===== src/rtl/onehot_rr_arbiter_pkg.sv =====
// Shared definitions for the one-hot round-robin arbiter.
package onehot_rr_arbiter_pkg;

    // Largest requester count the arbiter is built for.
    localparam int unsigned MaxNr = 16;

    // Output slot state: IDLE holds nothing, FULL holds one accepted payload.
    typedef enum logic {
        StIdle = 1'b0,
        StFull = 1'b1
    } arb_state_e;

endpackage


===== src/rtl/onehot_rr_arbiter_mux.sv =====
// AND-OR one-hot multiplexer: selects one W-bit slice of a packed bus.
module onehot_rr_arbiter_mux #(
    parameter int unsigned N = 4,
    parameter int unsigned W = 8
) (
    input  logic [N-1:0]   i_sel,
    input  logic [N*W-1:0] i_data,
    output logic [W-1:0]   o_data
);

    // OR together every slice gated by its select bit; all-zero select gives zero.
    always_comb begin
        o_data = '0;
        for (int unsigned i = 0; i < N; i++) begin
            o_data = o_data | (i_data[i*W +: W] & {W{i_sel[i]}});
        end
    end

endmodule


===== src/rtl/onehot_rr_arbiter.sv =====
// Round-robin arbiter feeding a single registered output slot with one-hot grant.
module onehot_rr_arbiter
    import onehot_rr_arbiter_pkg::*;
#(
    parameter int unsigned NR = 4,
    parameter int unsigned DW = 8
) (
    input  logic            clk,
    input  logic            rst,
    input  logic [NR-1:0]   req_valid,
    output logic [NR-1:0]   req_ready,
    input  logic [NR*DW-1:0] req_data,
    output logic            out_valid,
    input  logic            out_ready,
    output logic [DW-1:0]   out_data,
    output logic [NR-1:0]   grant
);

    localparam int unsigned PtrW = $clog2(NR);

    if (NR < 2 || NR > MaxNr) begin : g_bad_nr
        $error("onehot_rr_arbiter: NR out of supported range");
    end

    arb_state_e      r_state;
    arb_state_e      w_state_next;
    logic [PtrW-1:0] r_ptr;
    logic [PtrW-1:0] w_ptr_next;
    logic [DW-1:0]   r_data;
    logic [DW-1:0]   w_data_next;
    logic [NR-1:0]   r_grant;
    logic [NR-1:0]   w_grant_next;

    logic [NR-1:0]   w_winner_oh;
    logic [PtrW-1:0] w_winner_idx;
    logic [PtrW-1:0] w_scan_idx;
    logic            w_found;
    logic            w_slot_free;
    logic            w_accept;
    logic [DW-1:0]   w_mux_data;

    // Rotating priority scan: first valid requester at or after r_ptr, wrapping.
    always_comb begin
        w_winner_oh  = '0;
        w_winner_idx = '0;
        w_scan_idx   = '0;
        w_found      = 1'b0;
        for (int unsigned k = 0; k < NR; k++) begin
            w_scan_idx = PtrW'((32'(r_ptr) + k) % NR);
            if (!w_found && req_valid[w_scan_idx]) begin
                w_found                  = 1'b1;
                w_winner_idx             = w_scan_idx;
                w_winner_oh[w_scan_idx]  = 1'b1;
            end
        end
    end

    // Slot can take a new payload when empty or being drained this cycle.
    always_comb begin
        w_slot_free = (r_state == StIdle) || out_ready;
        w_accept    = w_slot_free && w_found && !rst;
        req_ready   = w_accept ? w_winner_oh : '0;
    end

    onehot_rr_arbiter_mux #(
        .N (NR),
        .W (DW)
    ) u_data_mux (
        .i_sel  (w_winner_oh),
        .i_data (req_data),
        .o_data (w_mux_data)
    );

    // Next-state: accept loads the slot, drain without request empties it.
    always_comb begin
        w_state_next = r_state;
        w_ptr_next   = r_ptr;
        w_data_next  = r_data;
        w_grant_next = r_grant;
        if (w_accept) begin
            w_state_next = StFull;
            w_data_next  = w_mux_data;
            w_grant_next = w_winner_oh;
            w_ptr_next   = (w_winner_idx == PtrW'(NR - 1)) ? '0 : w_winner_idx + 1'b1;
        end else if (r_state == StFull && out_ready) begin
            w_state_next = StIdle;
            w_grant_next = '0;
        end
    end

    // State registers with synchronous reset that overrides any transfer.
    always_ff @(posedge clk) begin
        if (rst) begin
            r_state <= StIdle;
            r_ptr   <= '0;
            r_data  <= '0;
            r_grant <= '0;
        end else begin
            r_state <= w_state_next;
            r_ptr   <= w_ptr_next;
            r_data  <= w_data_next;
            r_grant <= w_grant_next;
        end
    end

    assign out_valid = (r_state == StFull);
    assign out_data  = r_data;
    assign grant     = r_grant;

endmodule


===== config.mk =====
export PLATFORM = sky130hd
export DESIGN_NAME = onehot_rr_arbiter
export DESIGN_NICKNAME = d
export VERILOG_FILES = /design/src/rtl/onehot_rr_arbiter_pkg.sv /design/src/rtl/onehot_rr_arbiter_mux.sv /design/src/rtl/onehot_rr_arbiter.sv
export SDC_FILE = /design/constraint.sdc
export NUM_CORES = 1
export LEC_CHECK = 0
export CELL_PAD_IN_SITES_DETAIL_PLACEMENT = 1
export CELL_PAD_IN_SITES_GLOBAL_PLACEMENT = 1
export CORE_MARGIN = 2
export CORE_UTILIZATION = 35
export CTS_BUF_LIST = sky130_fd_sc_hd__clkbuf_4 sky130_fd_sc_hd__clkbuf_8 sky130_fd_sc_hd__clkbuf_16
export DETAILED_ROUTE_END_ITERATION = 8
export GPL_ROUTABILITY_DRIVEN = 0
export HOLD_SLACK_MARGIN = 0.08
export PLACE_DENSITY = 0.89
export SYNTH_ARGS = -nofsm -noshare
export SYNTH_HDL_FRONTEND = slang
export SYNTH_SLANG_ARGS = --single-unit

===== constraint.sdc =====
create_clock -name clk -period 5.05 [get_ports clk]
set_input_delay 1.01 -clock clk [delete_from_list [all_inputs] [get_ports clk]]
set_output_delay 1.01 -clock clk [all_outputs]
set_load 0.02 [all_outputs]

==> flow_metrics.py, run 1 <==
metrics = {
    "cts": {
        "clk_path_buf_depth": 2,
        "cts_root_buffer": "clkbuf_8",
        "htree_levels": 1,
        "cts_tree": "built",
        "hold_buffers": 0,
        "cts_sinks": 15,
        "postCtsSetupRepairBufs": 0,
        "clock_latency_ps": 250,
        "cts.repair.resized": 0,
        "numCtsBuffers": 3,
        "clk_pin_slew_worst_paths_ps": 60,
    },
    "critical_path": {
        "cp.required_ps": 4040,
        "start_kind": "input port",
        "rrSetupSlack_ps": 1920,
        "reg2reg_to": "out_data[2]$_SDFFE_PP0N_",
        "crit_start": "req_valid[1]",
        "cp-endpoint": "req_ready[2]",
        "criticalPathCategory": "input port to output port",
        "reg2reg_depth": 8,
        "end_kind": "output port",
        "cp_max_fo": 12,
        "worstPathArrival_ps": 3690,
        "r2r_start": "r_ptr[1]$_SDFFE_PP0N_",
    },
    "final_layout": {
        "final_cell_mix": "55 x clkdlybuf4s50_1, 16 x o211ai_1, 16 x o221ai_1, 15 x nand2_1, 15 x dfxtp_1",
        "final_nets": 281,
        "area_growth_pct": 36.51,
        "layout_commonest_cell": "clkdlybuf4s50_1",
        "drive_gt1_share_pct": 11.49,
        "diodes": 0,
    },
    "floorplan": {
        "coreArea_um2": 4354,
        "ios": 56,
        "num_rows": 24,
        "start_util_pct": 36.44,
        "die-area_um2": 5087,
        "die_y_um": 71.33,
        "die_w_um": 71.33,
    },
    "logic_synthesis": {
        "synth_area_leader_cell": "dfxtp_1",
        "ys_seq_area_share_pct": 18.93,
        "ys.flop_type": "dfxtp_1",
        "syn_area_um2": 1587,
        "synth_cell_types": 47,
        "synth.area.top_cells": "dfxtp_1 19%, o221ai_1 8.8%, o211ai_1 7.6%, and2_1 5.1%, ha_1 4.7%",
        "syn_nets": 233,
        "ys_warn_count": 0,
        "synth_edf_count": 0,
        "async_reset_ff_share_pct": 0,
        "netlist.area_leader.share_pct": 18.93,
        "syn_inst": 188,
        "synth_seq_cells": 15,
        "syn-mean-instance-area_um2": 8.439,
    },
    "timing": {
        "skew_ps": 3.139,
        "whs_ps": 466.3,
        "max_slew_margin_pct": 55.13,
        "worstMarginPinSlew_ps": 669.3,
        "setup_violations": 0,
        "period_minus_slack_ps": 4701,
        "final_hold_viol_count": 0,
        "drv_slew": 0,
        "min_period_over_period_pct": 93.08,
        "finalSetupTns_ps": 0,
        "max_freq_mhz": 212.7,
        "rsz0062_at_grt": "false",
    },
    "grt": {
        "grt_remaining_overflow": 0,
        "grt_pass1_vias": 1792,
        "grt_first_pass_wirelength_um": 8700,
        "antenna_found_initial": 0,
        "grt_usage_pct": 20.85,
        "grt_max_degree": 27,
    },
    "worst_hold_path": {
        "hold_path.class": "register to register",
    },
    "route": {
        "vias_per_cell": 5.864,
        "routedWlPerCell_um": 17.78,
        "antenna_left": 0,
        "drt_iter0_markers": 76,
        "vias": 1683,
        "dr.pass1.iters": 4,
        "post-route-drc-count": 0,
        "routed_wl_um": 5103,
    },
    "placement": {
        "port_buffers": 55,
        "dp_hpwl_um": 3872,
    },
    "power_and_ir_drop": {
        "p_per_area_nw_per_um2": 437.8,
        "p_leak_nw": 0.7738,
        "vdd_ir_drop_max_mv": 0.2730,
    },
    "flow_run": {
        "maxCapViolCount": 0,
    },
    "status": {
        "outcome": "finished clean",
    },
}
-- worst min path at each step --
stage,to,slack (ps),start,cells past startpoint
3_5_place_dp,grant[3]$_SDFFE_PP0P_,460,grant[3]$_SDFFE_PP0P_,2
2_1_floorplan,grant[0]$_SDFFE_PP0P_,530,grant[0]$_SDFFE_PP0P_,2
6_report,grant[0]$_SDFFE_PP0P_,470,grant[0]$_SDFFE_PP0P_,2
5_1_grt,grant[3]$_SDFFE_PP0P_,510,grant[3]$_SDFFE_PP0P_,2
3_3_place_gp,grant[0]$_SDFFE_PP0P_,450,grant[0]$_SDFFE_PP0P_,2
4_1_cts,grant[0]$_SDFFE_PP0P_,470,grant[0]$_SDFFE_PP0P_,2
-- synth_stat cells (2+ instances only) --
library cell / n
a21oi_1: 10
a221o_1: 2
a22oi_1: 9
and2_1: 13
buf_1: 2
buf_4: 5
buf_6: 5
clkbuf_1: 4
dfxtp_1: 15
ha_1: 6
inv_1: 5
mux2i_1: 2
mux4_2: 3
nand2_1: 15
nand2b_1: 2
nand3b_1: 4
nor2_1: 6
nor2b_1: 4
nor3_1: 5
o211ai_1: 16
o21ai_0: 11
o21ai_1: 2
o221ai_1: 16
o31a_2: 2
xnor2_1: 2
-- layer usage --
metal  vias up  part of all wire, %  wire (um)  GRT usage [%]
met5         -                    0          0              0
met3         2                  5.5        283          4.501
met2        48                   48       2458          35.60
li1        821                    -          -              -
met1       812                   46       2345          27.37
met4         0                 0.29         15          3.774
-- metrics by stage --
stage | worst slack [ps] | instances | area [um^2] | util [%] | total power [mW]
5_1_grt | 187.9 | 287 | 2166 | 49.74 | 1.023
6_report | 349.2 | 287 | 2166 | 49.74 | 0.9482
2_1_floorplan | 1499 | 188 | 1587 | - | 0.6445
3_3_place_gp | 448.1 | 283 | 2117 | 48.62 | 0.8219
4_1_cts | 353.9 | 287 | 2166 | 49.74 | 0.9529
3_5_place_dp | 384.4 | 283 | 2117 | 48.62 | 0.8410
-- kinds of logic (layout without fill, tap and decap cells) --
family                     after synthesis  count (layout)  share of synthesized area [%]
DFF                                     15              15                          18.93
AOI/OAI and AO/OA                       76              76                          37.46
xor gates and xnor gates                 2               2                          1.104
adders and majority gates                6               6                          4.732
muxes                                    7               7                          6.940
and+or+nand+nor                         58              58                          20.90
buffers and inverters                   24              71                          9.937
-- worst max-delay path, cell delays in order --
cell and delay (ps):
clkdlybuf4s50_1 640, mux4_2 700, nand3b_1 220, a21oi_1 180, a221o_1 190, and2_1 140
clkdlybuf4s50_1 600
-- area by class of cell --
class | count | area, um^2
repair buffers | 61 | 595.6
multi-input cells | 149 | 1129
inverters | 6 | 27.53
flip-flops and latches | 15 | 300.3
well taps | 52 | 65.06
fillers | 521 | 2188
clock buffers | 4 | 48.80
-- power breakdown --
group / internal, mW / total [mW] / leakage, nW / switching [mW]
logic: 0.293 / 0.645 / 0.623 / 0.351
clock network: 0.0614 / 0.108 / 0.0262 / 0.0462
registers: 0.158 / 0.196 / 0.125 / 0.0382
-- sequential cells by signal (all words and copies together), names as in the netlist, named ones only --
signal     flops
r_ptr          1
grant          4
out_data       8
out_valid      1
Note: power is estimated with default switching activity, not from simulation.
==> run 2, diff against run 1 <==
CORE_UTILIZATION = 33   (was 35)
CTS_CLUSTER_SIZE = 16   (was unset)
MAX_ROUTING_LAYER = met4   (was unset)
PLACE_DENSITY = 0.85   (was 0.89)
clock period = 5.3 ns   (was 5.05 ns; I/O delays follow)
==> run 2 against run 1 <==
Die area rose by 5.7%. Clock skew fell by 1.3 ps. Total power fell by 5.6%. Sequential power fell by 3%. Worst hold slack got worse by 8.7 ps. First-iteration DRC count fell by 5.3%. Critical path type unchanged. Critical endpoint unchanged. Largest power group unchanged. Highest routed layer unchanged.
==> flow_metrics.py, run 2 (same netlist as run 1, synthesis figures left out) <==
metrics = {
    "timing": {
        "min_period_over_period_pct": 90.71,
        "max_freq_mhz": 208.0,
        "whs_ps": 457.5,
        "rsz0062_at_grt": "false",
        "period_minus_slack_ps": 4808,
        "final.setup.worst_slack_ps": 492.5,
        "final_hold_viol_count": 0,
        "finalSetupTns_ps": 0,
        "drv_slew": 0,
        "worstMarginPinSlew_ps": 691.0,
        "max_slew_margin_pct": 53.69,
        "skew_ps": 1.884,
        "setup_violations": 0,
    },
    "cts": {
        "clk_path_buf_depth": 2,
        "cts_sinks": 15,
        "hold_buffers": 0,
        "cts.repair.resized": 0,
        "numCtsBuffers": 3,
        "cts_tree": "built",
        "cts_root_buffer": "clkbuf_8",
        "clock_latency_ps": 260,
        "clk_pin_slew_worst_paths_ps": 70,
        "htree_levels": 1,
        "postCtsSetupRepairBufs": 0,
    },
    "route": {
        "drt_iter0_markers": 72,
        "post-route-drc-count": 0,
        "routedWlPerCell_um": 17.56,
        "dr.pass1.iters": 4,
        "vias": 1692,
        "antenna_left": 0,
        "vias_per_cell": 5.895,
        "routed_wl_um": 5041,
    },
    "final_layout": {
        "final_cell_mix": "55 x clkdlybuf4s50_1, 16 x o211ai_1, 16 x o221ai_1, 15 x nand2_1, 15 x dfxtp_1",
        "layout_commonest_cell": "clkdlybuf4s50_1",
        "diodes": 0,
        "finalNonFillerCells": 287,
        "regArea_um2": 300.3,
        "final_nets": 279,
        "multiInputGateArea_um2": 1129,
        "n_fill_cell": 571,
        "largest_reg_flops": 8,
        "drive_gt1_share_pct": 10.73,
        "area_growth_pct": 35.57,
    },
    "power_and_ir_drop": {
        "p_leak_nw": 0.7639,
        "p_per_area_nw_per_um2": 416.3,
        "vdd_ir_drop_max_mv": 0.1917,
    },
    "critical_path": {
        "crit_top_cell": "clkdlybuf4s50_1",
        "start_kind": "input port",
        "end_kind": "output port",
        "rrSetupSlack_ps": 2220,
        "critPathMaxStageDelay_ps": 710,
        "worstPathArrival_ps": 3750,
        "criticalPathCategory": "input port to output port",
        "cp.required_ps": 4240,
        "cp_cell_sequence": "clkdlybuf4s50_1 > or3b_4 > a2111oi_4 > or3_1 > a221o_1 > and2_1 > clkdlybuf4s50_1",
        "cp_max_fo": 13,
        "critPathSlowestCell": "clkdlybuf4s50_1",
    },
    "placement": {
        "port_buffers": 55,
        "numPlacedInstances": 283,
        "post-place-ws_ps": 524.1,
        "dp_hpwl_um": 3653,
    },
    "grt": {
        "grt_max_degree": 27,
        "grt_first_pass_wirelength_um": 8217,
        "grt_remaining_overflow": 0,
        "antenna_found_initial": 0,
        "grt_pass1_vias": 1674,
        "grt_usage_pct": 19.62,
    },
    "floorplan": {
        "ios": 56,
        "start_util_pct": 33.81,
        "num_rows": 25,
        "coreArea_um2": 4692,
        "die-area_um2": 5378,
        "die_y_um": 73.34,
        "die_w_um": 73.34,
    },
    "worst_hold_path": {
        "hold_path.class": "register to register",
    },
    "status": {
        "outcome": "finished clean",
    },
    "flow_run": {
        "maxCapViolCount": 0,
    },
}
==> run 2: layout make-up <==
cell class	instances	share of cell area (%)
inverters	6	1.280
multi-input cells	149	52.47
repair buffers	59	26.99
clock inverters	1	0.2327
well taps	54	3.141
flip-flops and latches	15	13.96
clock buffers	3	1.920
==> run 2: power by group <==
group / internal [mW] / switching (mW) / total [mW] / leakage (nW)
logic: 0.274 / 0.332 / 0.607 / 0.614
registers: 0.150 / 0.0394 / 0.190 / 0.125
clock network: 0.0522 / 0.0467 / 0.0990 / 0.0255
total: 0.477 / 0.418 / 0.895 / 0.764
==> run 2: worst paths after layout <==
path / depth (start not counted) / startpoint / end
worst max-delay path: 7 / req_valid[2] / req_ready[2]
worst min register to register: 2 / grant[3]$_SDFFE_PP0P_ / grant[3]$_SDFFE_PP0P_
worst min-delay path: 2 / grant[3]$_SDFFE_PP0P_ / grant[3]$_SDFFE_PP0P_
worst max register to register: 8 / r_ptr[1]$_SDFFE_PP0N_ / out_data[0]$_SDFFE_PP0N_
==> run 2: per-stage QoR <==
stage	power, mW	utilization (%)	instance area (um^2)
global route	0.9605	45.84	2151
CTS	0.8984	45.84	2151
finish	0.8953	45.84	2151
global placement	0.7804	44.85	2105
floorplan	0.6141	-	1587
detailed placement	0.7956	44.85	2105
==> run 2: per-layer routing <==
metal / vias up / global-route usage, % / part of all wire, %
li1: 815 / - / -
met1: 826 / 26.20 / 48
met2: 47 / 31.63 / 46
met3: 4 / 4.115 / 4.8
met4: 0 / 2.424 / 0.42
met5: - / - / 0
==> run 2: critical path: cells and delay by family <==
family | cells | cell delay, ps
simple gates | 3 | 780
buf+inv | 2 | 1310
compound gates | 2 | 590
==> run 3, diff against run 2 <==
PLACE_DENSITY = 0.89   (was 0.85)
==> run 3 against run 2 <==
Via count shrank 1.7%. Utilization grew 0.053 points. Global-route usage grew 0.23 points. First-iteration DRC count grew 39%. Non-clock buffer count is the same. Maximum frequency shrank 2.1%. Clock skew grew 1.0 ps. Critical endpoint unchanged. Total power grew 0.38%. Cell area grew 0.12%. Worst hold slack gained 16 ps.
==> flow_metrics.py, run 3 (same netlist as run 1, synthesis figures left out) <==
metrics = {
    "grt": {
        "grt_max_degree": 27,
        "grt_first_pass_wirelength_um": 8280,
        "grt_usage_pct": 19.85,
        "grt_pass1_vias": 1724,
        "antenna_found_initial": 0,
        "grt_remaining_overflow": 0,
    },
    "route": {
        "vias": 1664,
        "dr.pass1.iters": 4,
        "antenna_left": 0,
        "routed_wl_um": 5074,
        "routedWlPerCell_um": 17.68,
        "post-route-drc-count": 0,
        "drt_iter0_markers": 100,
        "vias_per_cell": 5.798,
    },
    "cts": {
        "htree_levels": 1,
        "cts_sinks": 15,
        "clock_latency_ps": 250,
        "numCtsBuffers": 3,
        "cts.repair.resized": 0,
        "cts_tree": "built",
        "hold_buffers": 0,
        "postCtsSetupRepairBufs": 0,
        "cts_root_buffer": "clkbuf_8",
        "clk_pin_slew_worst_paths_ps": 70,
        "clk_path_buf_depth": 2,
    },
    "final_layout": {
        "largest_reg_flops": 8,
        "layout_commonest_cell": "clkdlybuf4s50_1",
        "final_cell_mix": "55 x clkdlybuf4s50_1, 16 x o211ai_1, 16 x o221ai_1, 15 x nand2_1, 15 x dfxtp_1",
        "area_growth_pct": 35.73,
        "diodes": 0,
        "drive_gt1_share_pct": 10.73,
        "final_area_um2": 2153,
        "final_nets": 279,
    },
    "power_and_ir_drop": {
        "switching_share_pct": 46.26,
        "p_per_area_nw_per_um2": 417.4,
        "p_leak_nw": 0.7639,
        "power_mw": 0.8987,
        "p_comb_share_pct": 67.0,
        "p_seq_share_pct": 21.3,
        "switching_power_mw": 0.4158,
        "vdd_ir_drop_max_mv": 0.2142,
        "clockPowerShare_pct": 11.8,
        "intPower_mw": 0.4829,
    },
    "flow_run": {
        "maxCapViolCount": 0,
    },
    "placement": {
        "place_area_um2": 2105,
        "port_buffers": 55,
        "post-place-ws_ps": 412.3,
        "dp_hpwl_um": 3729,
    },
    "critical_path": {
        "reg2reg_to": "out_data[0]$_SDFFE_PP0N_",
        "cp_max_fo": 13,
        "cp.required_ps": 4240,
        "rrSetupSlack_ps": 2120,
        "start_kind": "input port",
        "reg2reg_depth": 8,
        "criticalPathCategory": "input port to output port",
        "end_kind": "output port",
        "r2r_start": "r_ptr[1]$_SDFFE_PP0N_",
        "worstPathArrival_ps": 3850,
    },
    "timing": {
        "skew_ps": 2.926,
        "period_minus_slack_ps": 4913,
        "worstMarginPinSlew_ps": 718.0,
        "rsz0062_at_grt": "false",
        "setup_violations": 0,
        "max_freq_mhz": 203.6,
        "final_hold_viol_count": 0,
        "whs_ps": 473.4,
        "max_slew_margin_pct": 51.87,
        "finalSetupTns_ps": 0,
        "drv_slew": 0,
        "final.setup.worst_slack_ps": 387.3,
        "min_period_over_period_pct": 92.69,
    },
    "floorplan": {
        "die_w_um": 73.34,
        "start_util_pct": 33.81,
        "die_y_um": 73.34,
        "coreArea_um2": 4692,
        "num_rows": 25,
        "ios": 56,
        "die-area_um2": 5378,
    },
    "worst_hold_path": {
        "min_delay_worst_endpoint": "grant[3]$_SDFFE_PP0P_",
        "hold_start": "grant[3]$_SDFFE_PP0P_",
        "hold_path.class": "register to register",
        "hold_path_depth": 2,
    },
    "status": {
        "outcome": "finished clean",
    },
}
==> run 3: cell count changes in the layout (fill, tap and decap cells not counted), sizes merged <==
cell	previous run	this run
clkinv	1	0
clkbuf	3	4
==> run 3: metrics by stage <==
stage,instances,util [%]
3_5_place_dp,283,44.85
3_3_place_gp,283,44.85
2_1_floorplan,188,-
6_report,287,45.89
4_1_cts,287,45.89
5_1_grt,287,45.89
==> run 3: worst max-delay path: stages <==
cell,delay (ps)
clkdlybuf4s50_1,710
or3b_4,440
a2111oi_4,450
or3_1,220
a221o_1,210
and2_1,160
clkdlybuf4s50_1,600
==> run 3: layout make-up <==
class | count | area, um^2
Inverter | 6 | 27.53
Fill cell | 579 | 2539
Tap cell | 54 | 67.56
Multi-Input combinational cell | 149 | 1129
Clock buffer | 4 | 48.80
Timing Repair Buffer | 59 | 580.6
Sequential cell | 15 | 300.3
==> run 3: worst max path at each step <==
stage                    to  slack [ps]         start
2_1_floorplan  req_ready[0]        1650  req_valid[3]
3_3_place_gp   req_ready[2]         540  req_valid[2]
3_5_place_dp   req_ready[2]         410  req_valid[2]
4_1_cts        req_ready[2]         410  req_valid[2]
5_1_grt        req_ready[2]         280  req_valid[2]
6_report       req_ready[2]         390  req_valid[2]
==> run 3: power groups by stage <==
stage	clock, mW	sequential, mW	combinational [mW]
after detailed placement	0	0.194	0.601
final	0.106	0.191	0.602
after global routing	0.108	0.198	0.659
after global placement	0	0.189	0.584
after floorplan	0	0.222	0.392
after CTS	0.106	0.192	0.603
==> run 3: metal layers <==
| layer | vias up | track usage, % | part of all wire (%) |
|---|---|---|---|
| li1 | 815 | - | - |
| met1 | 794 | 26.01 | 46 |
| met2 | 53 | 32.33 | 48 |
| met3 | 2 | 4.801 | 5.7 |
| met4 | 0 | 2.020 | 0.28 |
| met5 | - | - | 0 |
